## src/rtl/ethernet_mmio_adapter_if.sv

```systemverilog
// SoC request/response stream plus the ethernet controller register port, seen by the adapter.
interface ethernet_mmio_adapter_if #(
   parameter int data_width_p = 32,
   parameter int addr_width_p = 40
);
   localparam int size_width_lp = $clog2($clog2(data_width_p/8) + 1);

   logic                     req_v_i;
   logic                     req_ready_and_o;
   logic                     req_w_i;
   logic [addr_width_p-1:0]  req_addr_i;
   logic [size_width_lp-1:0] req_size_i;
   logic [data_width_p-1:0]  req_data_i;

   logic                     resp_v_o;
   logic                     resp_ready_and_i;
   logic                     resp_w_o;
   logic                     resp_err_o;
   logic [data_width_p-1:0]  resp_data_o;

   logic [13:0]              addr_o;
   logic                     write_en_o;
   logic                     read_en_o;
   logic [size_width_lp-1:0] op_size_o;
   logic [data_width_p-1:0]  write_data_o;
   logic [data_width_p-1:0]  read_data_i;

   modport slave (
      input  req_v_i, req_w_i, req_addr_i, req_size_i, req_data_i, resp_ready_and_i, read_data_i,
      output req_ready_and_o, resp_v_o, resp_w_o, resp_err_o, resp_data_o,
             addr_o, write_en_o, read_en_o, op_size_o, write_data_o
   );

   modport master (
      output req_v_i, req_w_i, req_addr_i, req_size_i, req_data_i, resp_ready_and_i, read_data_i,
      input  req_ready_and_o, resp_v_o, resp_w_o, resp_err_o, resp_data_o,
             addr_o, write_en_o, read_en_o, op_size_o, write_data_o
   );
endinterface

```

## src/rtl/ethernet_mmio_adapter.sv

```systemverilog
// Serialises SoC MMIO requests onto the ethernet controller's single-cycle register port,
// one access outstanding, with window/alignment decode and size-masked buffered responses.
module ethernet_mmio_adapter #(
   parameter int                     data_width_p = 32,
   parameter int                     addr_width_p = 40,
   parameter logic [addr_width_p-1:0] base_addr_p = '0
) (
   input logic                    clk_i,
   input logic                    reset_i,
   ethernet_mmio_adapter_if.slave bus
);
   localparam int size_width_lp = $clog2($clog2(data_width_p/8) + 1);
   localparam int bytes_lp      = data_width_p/8;

   typedef enum logic [1:0] {IDLE, ISSUE, CAPTURE, RESP} state_e;

   state_e                   state, state_next;
   logic                     w_r, err_r;
   logic [13:0]              addr_r;
   logic [size_width_lp-1:0] size_r;
   logic [data_width_p-1:0]  wdata_r, rdata_r;
   logic                     handshake, req_err;

   function automatic logic decode_err(input logic [addr_width_p-1:0]  addr,
                                       input logic [size_width_lp-1:0] size);
      logic [addr_width_p-1:0] align_mask;
      logic                    bad_window, bad_size, bad_align;
      bad_window = addr[addr_width_p-1:14] != base_addr_p[addr_width_p-1:14];
      bad_size   = 32'(size) > 32'($clog2(bytes_lp));
      align_mask = (addr_width_p'(1) << size) - addr_width_p'(1);
      bad_align  = |(addr & align_mask);
      return bad_window | bad_size | bad_align;
   endfunction

   // Keeps the low 8<<size bits; size is already known not to exceed the port width.
   function automatic logic [data_width_p-1:0] size_mask(input logic [size_width_lp-1:0] size);
      logic [data_width_p-1:0] m;
      m = '0;
      for (int b = 0; b < bytes_lp; b++)
         if (b < (1 << size)) m[8*b +: 8] = 8'hFF;
      return m;
   endfunction

   assign handshake = bus.req_v_i & bus.req_ready_and_o;
   assign req_err   = decode_err(bus.req_addr_i, bus.req_size_i);

   always_ff @(posedge clk_i) begin
      if (reset_i) state <= IDLE;
      else         state <= state_next;
   end

   always_comb begin
      state_next          = state;
      bus.req_ready_and_o = 1'b0;
      bus.write_en_o      = 1'b0;
      bus.read_en_o       = 1'b0;
      bus.resp_v_o        = 1'b0;
      unique case (state)
         IDLE: begin
            bus.req_ready_and_o = 1'b1;
            if (bus.req_v_i) state_next = req_err ? RESP : ISSUE;
         end
         ISSUE: begin
            bus.write_en_o = w_r;
            bus.read_en_o  = ~w_r;
            state_next     = w_r ? RESP : CAPTURE;
         end
         CAPTURE: state_next = RESP;
         RESP: begin
            bus.resp_v_o = 1'b1;
            if (bus.resp_ready_and_i) state_next = IDLE;
         end
         default: state_next = IDLE;
      endcase
   end

   // Device-side fields only move on accepted, decodable requests so they hold while idle.
   always_ff @(posedge clk_i) begin
      if (reset_i) begin
         w_r     <= 1'b0;
         err_r   <= 1'b0;
         addr_r  <= '0;
         size_r  <= '0;
         wdata_r <= '0;
         rdata_r <= '0;
      end else begin
         if (handshake) begin
            w_r     <= bus.req_w_i;
            err_r   <= req_err;
            rdata_r <= '0;
            if (!req_err) begin
               addr_r  <= bus.req_addr_i[13:0];
               size_r  <= bus.req_size_i;
               wdata_r <= bus.req_data_i;
            end
         end
         if (state == CAPTURE) rdata_r <= bus.read_data_i & size_mask(size_r);
      end
   end

   assign bus.resp_w_o     = w_r;
   assign bus.resp_err_o   = err_r;
   assign bus.resp_data_o  = rdata_r;
   assign bus.addr_o       = addr_r;
   assign bus.op_size_o    = size_r;
   assign bus.write_data_o = wdata_r;
endmodule
```

## src/flat_wrapper.sv

```systemverilog
// flat-port wrapper written by rule: the top's interface ports become plain ports
module ethernet_mmio_adapter_flat 
#(
   parameter int                     data_width_p = 32,
   parameter int                     addr_width_p = 40,
   parameter logic [addr_width_p-1:0] base_addr_p = '0
)
  (clk_i, reset_i, bus_req_v_i, bus_req_w_i, bus_req_addr_i, bus_req_size_i, bus_req_data_i, bus_resp_ready_and_i, bus_read_data_i, bus_req_ready_and_o, bus_resp_v_o, bus_resp_w_o, bus_resp_err_o, bus_resp_data_o, bus_addr_o, bus_write_en_o, bus_read_en_o, bus_op_size_o, bus_write_data_o);
  ethernet_mmio_adapter_if #(.data_width_p(data_width_p), .addr_width_p(addr_width_p)) bus_i ();
  input logic clk_i;
  input logic reset_i;
  input wire logic [$bits(bus_i.req_v_i)-1:0] bus_req_v_i;
  input wire logic [$bits(bus_i.req_w_i)-1:0] bus_req_w_i;
  input wire logic [$bits(bus_i.req_addr_i)-1:0] bus_req_addr_i;
  input wire logic [$bits(bus_i.req_size_i)-1:0] bus_req_size_i;
  input wire logic [$bits(bus_i.req_data_i)-1:0] bus_req_data_i;
  input wire logic [$bits(bus_i.resp_ready_and_i)-1:0] bus_resp_ready_and_i;
  input wire logic [$bits(bus_i.read_data_i)-1:0] bus_read_data_i;
  output wire logic [$bits(bus_i.req_ready_and_o)-1:0] bus_req_ready_and_o;
  output wire logic [$bits(bus_i.resp_v_o)-1:0] bus_resp_v_o;
  output wire logic [$bits(bus_i.resp_w_o)-1:0] bus_resp_w_o;
  output wire logic [$bits(bus_i.resp_err_o)-1:0] bus_resp_err_o;
  output wire logic [$bits(bus_i.resp_data_o)-1:0] bus_resp_data_o;
  output wire logic [$bits(bus_i.addr_o)-1:0] bus_addr_o;
  output wire logic [$bits(bus_i.write_en_o)-1:0] bus_write_en_o;
  output wire logic [$bits(bus_i.read_en_o)-1:0] bus_read_en_o;
  output wire logic [$bits(bus_i.op_size_o)-1:0] bus_op_size_o;
  output wire logic [$bits(bus_i.write_data_o)-1:0] bus_write_data_o;
  assign bus_i.req_v_i = bus_req_v_i;
  assign bus_i.req_w_i = bus_req_w_i;
  assign bus_i.req_addr_i = bus_req_addr_i;
  assign bus_i.req_size_i = bus_req_size_i;
  assign bus_i.req_data_i = bus_req_data_i;
  assign bus_i.resp_ready_and_i = bus_resp_ready_and_i;
  assign bus_i.read_data_i = bus_read_data_i;
  assign bus_req_ready_and_o = bus_i.req_ready_and_o;
  assign bus_resp_v_o = bus_i.resp_v_o;
  assign bus_resp_w_o = bus_i.resp_w_o;
  assign bus_resp_err_o = bus_i.resp_err_o;
  assign bus_resp_data_o = bus_i.resp_data_o;
  assign bus_addr_o = bus_i.addr_o;
  assign bus_write_en_o = bus_i.write_en_o;
  assign bus_read_en_o = bus_i.read_en_o;
  assign bus_op_size_o = bus_i.op_size_o;
  assign bus_write_data_o = bus_i.write_data_o;
  ethernet_mmio_adapter #(.data_width_p(data_width_p), .addr_width_p(addr_width_p), .base_addr_p(base_addr_p)) u_core (.clk_i(clk_i), .reset_i(reset_i), .bus(bus_i));
endmodule
```

## config.mk

```make
export PLATFORM = sky130hd
export DESIGN_NAME = ethernet_mmio_adapter_flat
export DESIGN_NICKNAME = d
export VERILOG_FILES = /design/src/rtl/ethernet_mmio_adapter_if.sv /design/src/rtl/ethernet_mmio_adapter.sv /design/src/flat_wrapper.sv
export SDC_FILE = /design/constraint.sdc
export NUM_CORES = 1
export LEC_CHECK = 0
export ABC_AREA = 1
export BUFFER_PORTS_ARGS = -buffer_cell sky130_fd_sc_hd__buf_2
export CAP_MARGIN = 20
export CORE_MARGIN = 2
export CORE_UTILIZATION = 42
export CTS_CLUSTER_SIZE = 20
export DETAILED_ROUTE_END_ITERATION = 7
export PLACE_DENSITY = 0.75
export SYNTH_ARGS = -nofsm -noshare
export SYNTH_HDL_FRONTEND = slang
export SYNTH_SLANG_ARGS = --single-unit
```

## constraint.sdc

```tcl
create_clock -name clk_i -period 1.7 [get_ports clk_i]
set_input_delay 0.34 -clock clk_i [delete_from_list [all_inputs] [get_ports clk_i]]
set_output_delay 0.34 -clock clk_i [all_outputs]
set_load 0.1 [all_outputs]
```

## Word-level counts from Yosys, hierarchy flattened

Cells that the tools add are included.

- Output and inout port bits: 86
- Flip-flop bits (word level): 84
- Word-level logic and storage cells: 56

- Reductions and logical operators: 6
- Shifts and indexed selects: 2
- $add $sub $neg: 1
- Order comparisons: 5
- Bitwise operators: 7
- Muxes and demuxes: 23
- Eq/ne operators: 5

Operators by type and width:

| operator | number |
|---|---|
| 2-to-1 mux 8 bit | 12 |
| < comparator 3 x 32 -> 1 bit, first input constant | 2 |
| 2-to-1 mux 32 bit | 2 |
| bitwise AND 40 bit | 1 |
| OR reduction 40 bit | 1 |
| << shifter 1 x 2 -> 40 bit, first input constant | 1 |
| subtractor 40 x 2 -> 40 bit, second input constant | 1 |
| bitwise AND 32 bit | 1 |
| < comparator 1 x 32 -> 1 bit, first input constant | 1 |
| < comparator 2 x 32 -> 1 bit, first input constant | 1 |
| << shifter 1 x 2 -> 32 bit, first input constant | 1 |
| nonzero test 26 bit | 1 |
| case mux 2 bit (4 select lines) | 1 |
| 2-to-1 mux 2 bit | 3 |
| 2-to-1 mux 1 bit | 5 |
| == test 2 bit, second input constant | 2 |
| inequality test 2 bit, second input constant | 2 |
| AND reduction 2 bit | 2 |
| == test 2 x 1 -> 1 bit, second input constant | 1 |
| > comparator 2 bit, second input constant | 1 |
| logical NOT 2 bit | 1 |
| NOT 1 bit | 2 |
| OR 1 bit | 2 |
| nonzero test 2 bit | 1 |
| bitwise AND 1 bit | 1 |

## Longest topological paths before layout

- Depth in word-level cells: 8
- Mapped depth: 15

## Worst setup path before layout

No wires, ideal clock.

- Path type: reg2out
- Start point: register u_core.w_r (netlist: u_core.bus.resp_w_o)
- End point: output port bus_read_en_o
- Data required time: 1,360 ps
- Setup slack: -710 ps
- Cell stages (with the launch flop): 2
- Data arrival time: 2,070 ps
- Cells stage by stage: dfxtp_1 nor2_1

- Cells in the longest elaborated chain, start to end: 2

RTL lines:

| element | RTL line | source |
|---|---|---|
| start: declaration | ethernet_mmio_adapter.sv:18 | `logic w_r, err_r;` |
| start signal: assignment | ethernet_mmio_adapter.sv:88 | `w_r <= bus.req_w_i;` |
| NOT 1 bit | ethernet_mmio_adapter.sv:65 | `bus.read_en_o = ~w_r;` |
| 2-to-1 mux 1 bit | ethernet_mmio_adapter.sv:58 | `unique case (state)` |
| end: declaration | flat_wrapper.sv:26 | `output wire logic [$bits(bus_i.read_en_o)-1:0] bus_read_en_o;` |

No other way between the ends.

## Worst setup path in the final report

- Start point: register u_core.state[1]
- End point: output port bus_write_en_o

- Cells in the longest elaborated chain, start to end: 2

RTL lines:

| element | RTL line | source |
|---|---|---|
| start: declaration | ethernet_mmio_adapter.sv:17 | `state_e state, state_next;` |
| start signal: assignment | ethernet_mmio_adapter.sv:49 | `else state <= state_next;` |
| == test 2 x 1 -> 1 bit | ethernet_mmio_adapter.sv:58 |  |
| 2-to-1 mux 1 bit | ethernet_mmio_adapter.sv:58 |  |
| end: declaration | flat_wrapper.sv:25 | `output wire logic [$bits(bus_i.write_en_o)-1:0] bus_write_en_o;` |

No other way between the ends.

==> impl_metrics.env <==
export IMPL_min_path_type="primary input to flop"
export IMPL_yosysWarnings=0
export IMPL_die_y_microns=103
export IMPL_dp_cells=934
export IMPL_first_pass_iters=4
export IMPL_antenna_cells=0
export IMPL_grt_max_degree=45
export IMPL_ir_worst_vdd_uv=853
export IMPL_setup_viol_count_final=0
export IMPL_hp_start="reset_i"
export IMPL_leakage_nw=3.00
export IMPL_cts_sinks=84
export IMPL_io_buffer_count=196
export IMPL_path_class="flop to output pin"
export IMPL_grt_pass1_wl_microns=18500
export IMPL_path_cells="inv_4 -> ha_4 -> nand2_2 -> clkinvlp_4 -> buf_12"
export IMPL_clock_skew_ns=0.0128
export IMPL_max_stage_delay_ns=0.39
export IMPL_slew_viol_final=0
export IMPL_fin_nets=933
export IMPL_cts_inserted_buffers=9
export IMPL_tns_ns=0
export IMPL_instances_no_fill=951
export IMPL_r2r_slack_ns=0.15
export IMPL_total_power_w=0.00553
export IMPL_ctsHtreeMaxLevel=3
export IMPL_syn_area_sq_mm=0.00408
export IMPL_synth_cells=631
export IMPL_tightest_slew_ns=0.506
export IMPL_ctsHoldBuffers=0
export IMPL_rr_startpoint="u_core.state[0]"
export IMPL_hold_depth=2
export IMPL_hold_end="u_core.state[0]"
export IMPL_fmax_mhz=611
export IMPL_viasPerCell=4.67
export IMPL_slowest_stage="dfxtp_2"
export IMPL_r2r_cells=8
export IMPL_final_setup_worst_slack_ns=0.0622
export IMPL_tritoncts="built"
export IMPL_powerDensity_mw_per_mm2=989
export IMPL_syn_nets=747
export IMPL_grt_pass1_vias=4280
export IMPL_dp_slack_ns=-0.244
export IMPL_r2r_end="u_core.bus.write_data_o[13]"
export IMPL_drive_gt1_share_pct=30.5
export IMPL_ant_nets=0
export IMPL_hold_viol=0
export IMPL_status="finished, final reports clean"
export IMPL_dpl_hpwl_microns=8440
export IMPL_antenna_found_initial=0
export IMPL_multi_input_area_sq_mm=0.00168
export IMPL_crit_path_end_kind="output pin"
export IMPL_ys_types=22
export IMPL_ys_seq_elements=84
export IMPL_maxCapViolCount=0
export IMPL_syn_to_final_growth_pct=37.0
export IMPL_wl_per_cell_microns=12.1
export IMPL_worstSetupStartpointType="flop"
export IMPL_die_area_sq_mm=0.0105
export IMPL_gp_congestion=0.788
export IMPL_worstPathArrival_ns=1.30
export IMPL_start_util_pct=43.7
export IMPL_core_area_sq_mm=0.00933
export IMPL_cts_root_buf="clkbuf_8"
export IMPL_final_cell_mix="buf_2, inv_1, nand2_1, dfxtp_1, nor2_1"
export IMPL_clkSlewWorstSetupHoldPaths_ns=0.08
export IMPL_drt_initial_drc_count=164
export IMPL_fin_crit_ns=1.64
export IMPL_syn_avg_cell_area_sq_um=6.46
export IMPL_die_w_microns=103
export IMPL_clk_path_buf_depth=2
export IMPL_regArea_sq_mm=0.00169
export IMPL_rsz0062_at_grt="true"
export IMPL_whs_ns=0.220
export IMPL_ys_seq_area_share_pct=41.3
export IMPL_grt_overflow=0
export IMPL_placementRows=35
export IMPL_drcViolationCount=0
export IMPL_required_ns=1.36
export IMPL_slew_headroom_pct=66.5
export IMPL_ios=197
export IMPL_fin_crit_sh_pct=96.3
export IMPL_critical_path_peak_fanout=4
export IMPL_clkLatencyLatePin_ns=0.35
export IMPL_final_common_cell="buf_2"
export IMPL_routed_wl_microns=11500
export IMPL_fillers=922
export IMPL_num_vias=4442
export IMPL_grt_usage_pct=21.8
report_power, final:
group	switching (W)	leakage, nW	internal [W]
Combinational	0.00150	2.23	0.000573
Sequential	0.0000709	0.679	0.00205
Clock	0.000779	0.0881	0.000551
Total	0.00235	3.00	0.00318
worst max-delay path: cells and delay by family, from the launching register on:
family	cells	cell delay (ns)
AND/OR/NAND/NOR	1	0.08
flip-flops	1	0.39
buffers and inverters	3	0.33
adder cells (fa/ha/maj)	1	0.15
how the worst max path moves through the flow:
stage	to	startpoint
2_1_floorplan	bus_read_en_o	u_core.state[1]
3_3_place_gp	u_core.bus.write_data_o[0]	bus_req_size_i[1]
3_5_place_dp	u_core.bus.write_data_o[13]	bus_req_size_i[1]
4_1_cts	bus_read_en_o	u_core.state[1]
5_1_grt	bus_write_en_o	u_core.state[1]
6_report	bus_write_en_o	u_core.state[1]
Yosys cell counts:
master	n	share of area [%]
nand3b_1	1	0.18
nand3_1	48	5.9
o211ai_1	8	1.5
nand2_1	124	11
buf_6	1	0.28
ha_1	5	1.5
buf_2	4	0.49
nand3_2	1	0.25
nor2_1	69	6.4
dfxtp_1	84	41
a21oi_1	36	4.4
o22ai_1	1	0.15
buf_1	6	0.55
nand4_1	48	7.4
clkbuf_1	31	2.9
buf_4	1	0.18
inv_1	155	14
o21ai_0	4	0.49
clkinv_1	1	0.092
nor2_2	1	0.15
nor3_2	1	0.25
inv_2	1	0.092
flip-flops by register name, summed over array words and instances, names as in the netlist:
name                     count
u_core.bus.resp_data_o      32
u_core.bus.write_data_o     32
u_core.bus.resp_w_o          1
u_core.bus.resp_err_o        1
u_core.bus.op_size_o         2
u_core.state                 2
u_core.bus.addr_o           14
cell families (layout without fill, tap and decap cells):
group	Yosys count	count (layout)	synth area share (%)
compound gates	49	49	6.54
fa+ha+maj	5	5	1.53
buf+inv	200	391	18.8
flops	84	84	41.3
simple gates	293	293	31.9
final cells by class:
class                           instances  share of cell area (%)
Sequential cell                        84                    30.2
Multi-Input combinational cell        347                    30.1
Timing Repair Buffer                  218                    22.9
Inverter                              157                    10.7
Tap cell                              129                    2.89
Clock buffer                            9                    2.22
Clock inverter                          7                    1.03
metal layers:
| metal | vias to the layer above | global-route usage (%) | part of all wire (%) | wire length (microns) |
|---|---|---|---|---|
| li1 | 2283 | - | - | - |
| met1 | 1990 | 24.7 | 39 | 4550 |
| met2 | 146 | 39.2 | 51 | 5870 |
| met3 | 23 | 5.36 | 7.1 | 819 |
| met4 | 0 | 9.13 | 2.5 | 294 |
| met5 | - | 0 | 0 | 0 |
metrics by stage:
step | cell area, sq um | util, %
final | 5590 | 59.9
after global placement | 5360 | 57.5
after global routing | 5590 | 59.9
after CTS | 5560 | 59.6
after floorplan | 4120 | -
after detailed placement | 5360 | 57.5
repair_timing:
| action | CTS | global route |
|---|---|---|
| setup buffers | 1 | 0 |
| setup endpoints to repair | 3 | 3 |
| pin swaps | 0 | 1 |
| resized for setup | 5 | 5 |
(Power assumes the default switching activity.)
